==> config.mk <==
export PLATFORM = sky130hd
export DESIGN_NAME = pipe_ctrl
export DESIGN_NICKNAME = d
export VERILOG_FILES = /design/src/rtl/pipe_ctrl.sv
export SDC_FILE = /design/constraint.sdc
export NUM_CORES = 1
export LEC_CHECK = 0
export ABC_AREA = 1
export CAP_MARGIN = 20
export CORE_AREA = 5 5 154 141
export CTS_BUF_LIST = sky130_fd_sc_hd__clkbuf_8 sky130_fd_sc_hd__clkbuf_16
export DETAILED_ROUTE_END_ITERATION = 8
export DIE_AREA = 0 0 159 146
export PLACE_DENSITY = 0.76
export SETUP_SLACK_MARGIN = 0.02
export SYNTH_ARGS = -nofsm -noshare
export SYNTH_HDL_FRONTEND = slang
export SYNTH_SLANG_ARGS = --single-unit
==> constraint.sdc <==
create_clock -name clk -period 1.4 [get_ports clk]
set_input_delay 0.14 -clock clk [delete_from_list [all_inputs] [get_ports clk]]
set_output_delay 0.14 -clock clk [all_outputs]
set_load 0.02 [all_outputs]
==> src/rtl/pipe_ctrl.sv <==
// Pipeline sequencer: turns hazard-unit stall/flush decisions into fetch-PC
// updates, per-stage valid bits, sticky halt state and performance counters.
module pipe_ctrl #(
    parameter int              WORD     = 32,
    parameter int              CNT_W    = 32,
    parameter logic [WORD-1:0] RESET_PC = {WORD{1'b0}}
) (
    input  logic             clk,
    input  logic             rst_n,
    input  logic             stallF,
    input  logic             stallD,
    input  logic             flushD,
    input  logic             flushE,
    input  logic             takenD,
    input  logic [WORD-1:0]  pcTargetD,
    input  logic             haltD,
    output logic [WORD-1:0]  pcF,
    output logic [WORD-1:0]  pcD,
    output logic             validD,
    output logic             validE,
    output logic             validM,
    output logic             validW,
    output logic             halted,
    output logic [CNT_W-1:0] retired,
    output logic [CNT_W-1:0] stallCycles,
    output logic [CNT_W-1:0] flushCount
);

    logic [WORD-1:0]  pc_f_q, pc_f_d;
    logic [WORD-1:0]  pc_d_q, pc_d_d;
    logic             valid_d_q, valid_d_d;
    logic             valid_e_q, valid_e_d;
    logic             valid_m_q, valid_m_d;
    logic             valid_w_q, valid_w_d;
    logic             halted_q, halted_d;
    logic [CNT_W-1:0] retired_q, retired_d;
    logic [CNT_W-1:0] stall_cnt_q, stall_cnt_d;
    logic [CNT_W-1:0] flush_cnt_q, flush_cnt_d;

    // Next-state for fetch PC, F/D register, valid chain, halt and counters
    always_comb begin
        pc_f_d      = pc_f_q;
        pc_d_d      = pc_d_q;
        valid_d_d   = valid_d_q;
        valid_e_d   = valid_e_q;
        valid_m_d   = valid_e_q;
        valid_w_d   = valid_m_q;
        halted_d    = halted_q;
        retired_d   = retired_q;
        stall_cnt_d = stall_cnt_q;
        flush_cnt_d = flush_cnt_q;

        // A stalled fetch drops the redirect; decode re-presents it afterwards.
        if (halted_q) begin
            pc_f_d = pc_f_q;
        end else if (stallF) begin
            pc_f_d = pc_f_q;
        end else if (takenD && valid_d_q) begin
            pc_f_d = pcTargetD;
        end else begin
            pc_f_d = pc_f_q + WORD'(4);
        end

        if (stallD) begin
            pc_d_d    = pc_d_q;
            valid_d_d = valid_d_q;
        end else if (flushD || halted_q || stallF) begin
            pc_d_d    = pc_f_q;
            valid_d_d = 1'b0;
        end else begin
            pc_d_d    = pc_f_q;
            valid_d_d = 1'b1;
        end

        // A held decode instruction must not also advance into E.
        if (flushE || stallD) begin
            valid_e_d = 1'b0;
        end else begin
            valid_e_d = valid_d_q;
        end

        if (valid_d_q && haltD && !stallD) begin
            halted_d = 1'b1;
        end else begin
            halted_d = halted_q;
        end

        if (valid_w_q) begin
            retired_d = retired_q + CNT_W'(1);
        end else begin
            retired_d = retired_q;
        end

        if (stallF) begin
            stall_cnt_d = stall_cnt_q + CNT_W'(1);
        end else begin
            stall_cnt_d = stall_cnt_q;
        end

        if (flushD) begin
            flush_cnt_d = flush_cnt_q + CNT_W'(1);
        end else begin
            flush_cnt_d = flush_cnt_q;
        end
    end

    // State register with asynchronous clear
    always_ff @(posedge clk or negedge rst_n) begin
        if (!rst_n) begin
            pc_f_q      <= RESET_PC;
            pc_d_q      <= {WORD{1'b0}};
            valid_d_q   <= 1'b0;
            valid_e_q   <= 1'b0;
            valid_m_q   <= 1'b0;
            valid_w_q   <= 1'b0;
            halted_q    <= 1'b0;
            retired_q   <= {CNT_W{1'b0}};
            stall_cnt_q <= {CNT_W{1'b0}};
            flush_cnt_q <= {CNT_W{1'b0}};
        end else begin
            pc_f_q      <= pc_f_d;
            pc_d_q      <= pc_d_d;
            valid_d_q   <= valid_d_d;
            valid_e_q   <= valid_e_d;
            valid_m_q   <= valid_m_d;
            valid_w_q   <= valid_w_d;
            halted_q    <= halted_d;
            retired_q   <= retired_d;
            stall_cnt_q <= stall_cnt_d;
            flush_cnt_q <= flush_cnt_d;
        end
    end

    assign pcF         = pc_f_q;
    assign pcD         = pc_d_q;
    assign validD      = valid_d_q;
    assign validE      = valid_e_q;
    assign validM      = valid_m_q;
    assign validW      = valid_w_q;
    assign halted      = halted_q;
    assign retired     = retired_q;
    assign stallCycles = stall_cnt_q;
    assign flushCount  = flush_cnt_q;

endmodule

==> key figures <==
Run
  • Max_cap viols: 0

Global routing
  • First-pass GRT wire length: between 40,000 and 50,000 um
  • Number of antenna violations at the first check in global routing: 2
  • GRT Resource Usage Total: 0.251
  • Number of global-route vias before repair: around 9,600
  • Total global routing overflow: 0
  • Largest net degree at the start of global routing: 43

Detailed routing
  • Final antenna-violating net count: 0
  • Number of detailed-route iterations in the first pass: 5
  • Violation count after the first detailed-routing iteration: approximately 770
  • Final Routed Wirelength: roughly 34,000 um
  • DRC viols: 0
  • DR vias: 10,100
  • Wire per inst: ~17 um
  • Detailed-route vias per instance: approximately 5.2

Logic synthesis
  • Top-count cell post-synth: sky130_fd_sc_hd__nand2_1
  • Syn nets: between 1,000 and 1,500
  • Register bit count reported by yosys: around 170
  • Async SR Flop Fraction: 1.00
  • Fraction of the yosys area taken by sequential cells: 0.460
  • Post-synth design cell area: approximately 9000 um^2
  • Cell types with the largest area share after synthesis: sky130_fd_sc_hd__dfrtp_1 (46%), sky130_fd_sc_hd__nand2_1 (19%), sky130_fd_sc_hd__nor2_1 (6.9%), sky130_fd_sc_hd__inv_1 (4.6%), sky130_fd_sc_hd__nand3_1 (3.9%)
  • Yosys top cell area share: 0.460
  • Gate count of the mapped netlist: between 1,000 and 1,500
  • Number of synthesized flops with an enable pin: 0
  • Top_reg_cell synth: sky130_fd_sc_hd__dfrtp_1
  • Post-synthesis area per instance: ~7.4 um^2
  • Yosys synthesis warning count: 0
  • Biggest area consumer among synthesized cells: sky130_fd_sc_hd__dfrtp_1
  • Synth cell count leaders: sky130_fd_sc_hd__nand2_1 (457), sky130_fd_sc_hd__dfrtp_1 (165), sky130_fd_sc_hd__nor2_1 (164)
  • Distinct cells, synth: 34

CTS
  • Number of clock buffers inserted by TritonCTS: 17
  • Deepest clock path buffer count: 2
  • CTS clock-pin slew for the worst setup and hold paths: 70 ps
  • Clock latency reported for the late side of the worst-skew pair: approximately 430 ps
  • Clock tree from TritonCTS: built
  • Buffer cell driving the clock tree root: sky130_fd_sc_hd__clkbuf_16
  • Number of H-tree levels: 4
  • Clock sink count: roughly 170

Floorplan
  • # IOs: ~210
  • Starting utilization of the core area: 0.453
  • Core region area: 19,800 um^2
  • Count of standard-cell rows: 49
  • Chip Height: ~150 um
  • Die width: between 150 and 200 um
  • Die Area: between 20,000 and 25,000 um^2

Worst hold path
  • Hold Path Class: in -> reg

Placement
  • Area after detailed placement: between 10,000 and 15,000 um^2
  • Hpwl dp: roughly 22,000 um
  • Number of I/O port buffers: 204
  • Dpl cells: approximately 1,800
  • Final Wtd Congestion: 0.910

Critical path
  • Critical Path Fanout Max: 5
  • Cell with the largest stage delay on the worst path: sky130_fd_sc_hd__dfrtp_2
  • Cell occurring most often along the worst timing path: sky130_fd_sc_hd__nor2_4
  • Ordered cell list for the critical path: ha_4, nand3_4, nor2_4, nand3_2, nor2_4, nand2_2, xor2_1, inv_1
  • Data arrival time of the critical path: ~1900 ps
  • Type of destination of the critical path: register
  • Worst Setup Path Type: reg -> reg
  • Required time at the worst-slack endpoint: between 1500 and 2000 ps
  • CP Launch Type: register
  • Biggest cell delay along the critical path: 420 ps

STA
  • Least-Margin Pin Slew: 459 ps
  • Tightest hold margin: ~110 ps
  • Number of max-slew violations in the final report: 0
  • Hold violation total from the final report: 0
  • Setup repair after global routing missed its margin: yes
  • Worst clock skew: 14.0 ps
  • Sum of negative setup slack: -3080 ps
  • Slew HR: 0.694
  • Min setup slack post-route: -177 ps
  • Final clock period utilization by the worst path: 1.13
  • Final min period: around 1600 ps
  • Peak Freq: roughly 0.63 GHz
  • Final setup fails: 60

Pwr
  • Total power after layout: 20.3 mW
  • Leak Pwr: 7.13 nW
  • Maximum vdd ir drop: roughly 1.2 mV
  • Pwr dens: approximately 1400 nW/um^2

Layout
  • Number of nets in the final layout: about 1,700
  • Number of standard cells in the layout, taps in and fillers out: slightly below 2,000
  • Filler cell count: 1,258
  • Cell area after layout: ~15,000 um^2
  • Layout overhead on the synthesized area: 65.5%
  • Share of post-route cells with drive strength above 1: 0.414

Run status
  • Result of the run: finished, violations left
  • Violated checks: setup timing
sequential cells by signal (all words and copies together) (netlist names):
signal       flops
flushCount      32
pcD             32
pcF             32
retired         32
stallCycles     32
halted           1
validD           1
validE           1
validM           1
validW           1
cells in the final DEF (no fill, tap or decap), types with 6 or more instances in the layout:
master,count
sky130_fd_sc_hd__dfrtp_2,65
sky130_fd_sc_hd__nor3_2,8
sky130_fd_sc_hd__nand2_1,381
sky130_fd_sc_hd__clkdlybuf4s15_1,35
sky130_fd_sc_hd__buf_4,199
sky130_fd_sc_hd__dfrtp_1,100
sky130_fd_sc_hd__inv_1,104
sky130_fd_sc_hd__buf_6,52
sky130_fd_sc_hd__inv_2,7
sky130_fd_sc_hd__nand4_1,13
sky130_fd_sc_hd__nor2_4,73
sky130_fd_sc_hd__xnor2_2,8
sky130_fd_sc_hd__dlygate4sd2_1,50
sky130_fd_sc_hd__nor2_2,46
sky130_fd_sc_hd__clkdlybuf4s15_2,7
sky130_fd_sc_hd__nor2_1,68
sky130_fd_sc_hd__o21ai_0,38
sky130_fd_sc_hd__nand3_1,48
sky130_fd_sc_hd__nand3_2,16
sky130_fd_sc_hd__buf_2,50
sky130_fd_sc_hd__nand2_4,23
sky130_fd_sc_hd__clkbuf_16,17
sky130_fd_sc_hd__nand3b_1,13
sky130_fd_sc_hd__clkbuf_2,13
sky130_fd_sc_hd__nand2_2,61
sky130_fd_sc_hd__nand3_4,9
sky130_fd_sc_hd__xnor2_1,23
sky130_fd_sc_hd__a21oi_1,7
sky130_fd_sc_hd__nor3_1,6
sky130_fd_sc_hd__xor2_1,35
sky130_fd_sc_hd__o21ai_1,13
sky130_fd_sc_hd__clkdlybuf4s50_1,36
worst max-delay path: cells and delay by family (launching register included):
family | cells | cell delay, ps
xor+xnor | 1 | 160
fa+ha+maj | 1 | 190
buf+inv | 1 | 60
flops | 1 | 420
simple gates | 5 | 630
routing by layer:
layer	wire [um]	vias up	track usage
li1	-	4706	-
met1	13100	4831	0.312
met2	16800	466	0.422
met3	2590	88	0.0745
met4	1000	2	0.0844
met5	13	-	0
stage by stage:
stage	setup WS, ps	util
global route	-250	0.750
detailed placement	-428	0.646
floorplan	-89.8	-
global placement	-384	0.646
finish	-177	0.750
CTS	-93.2	0.688
final timing paths:
path                            start          end  slack [ps]  cells past startpoint
setup / recovery           retired[1]  retired[20]        -180                      8
max in group asynchronous       rst_n       pcF[6]         650                      3
hold / removal                 stallD      pcD[10]         110                      4
setup reg to reg           retired[1]  retired[20]        -180                      8
hold reg to reg                validM       validW         370                      0
min in group asynchronous       rst_n  retired[12]         180                      2
what timing repair did:
action | 4_1_cts | 5_1_grt
gates resized for setup | 466 | 351
endpoints found under the hold margin | 165 | 0
setup buffers | 34 | 49
hold buffers | 1 | 0
pin swaps | 51 | 121
endpoints found under the setup margin | 230 | 160
logic make-up (layout without fill, tap and decap cells):
kind of cell,after synthesis,after routing,synth area share
simple gates,770,770,0.363
flops,165,165,0.460
buf+inv,135,596,0.0578
compound gates,75,75,0.0455
xor+xnor,68,68,0.0681
fa+ha+maj,4,4,0.00558
other cells,0,1,0
layout make-up:
class                   instances  area, um^2  share of cell area
repair buffers                448        3730               0.251
clock inverters                13         123             0.00826
inverters                     116         448              0.0302
clock buffers                  19         453              0.0305
flip-flops and latches        165        4210               0.284
well taps                     255         319              0.0215
diodes                          1        2.50            0.000169
multi-input cells             917        5560               0.374
power by group:
group / internal [mW] / switching (mW) / leakage, nW
clock: 2.57 / 2.04 / 0.284
combinational: 3.75 / 4.92 / 4.79
sequential: 5.83 / 1.16 / 2.06
Note: power is estimated with default switching activity, not from simulation.
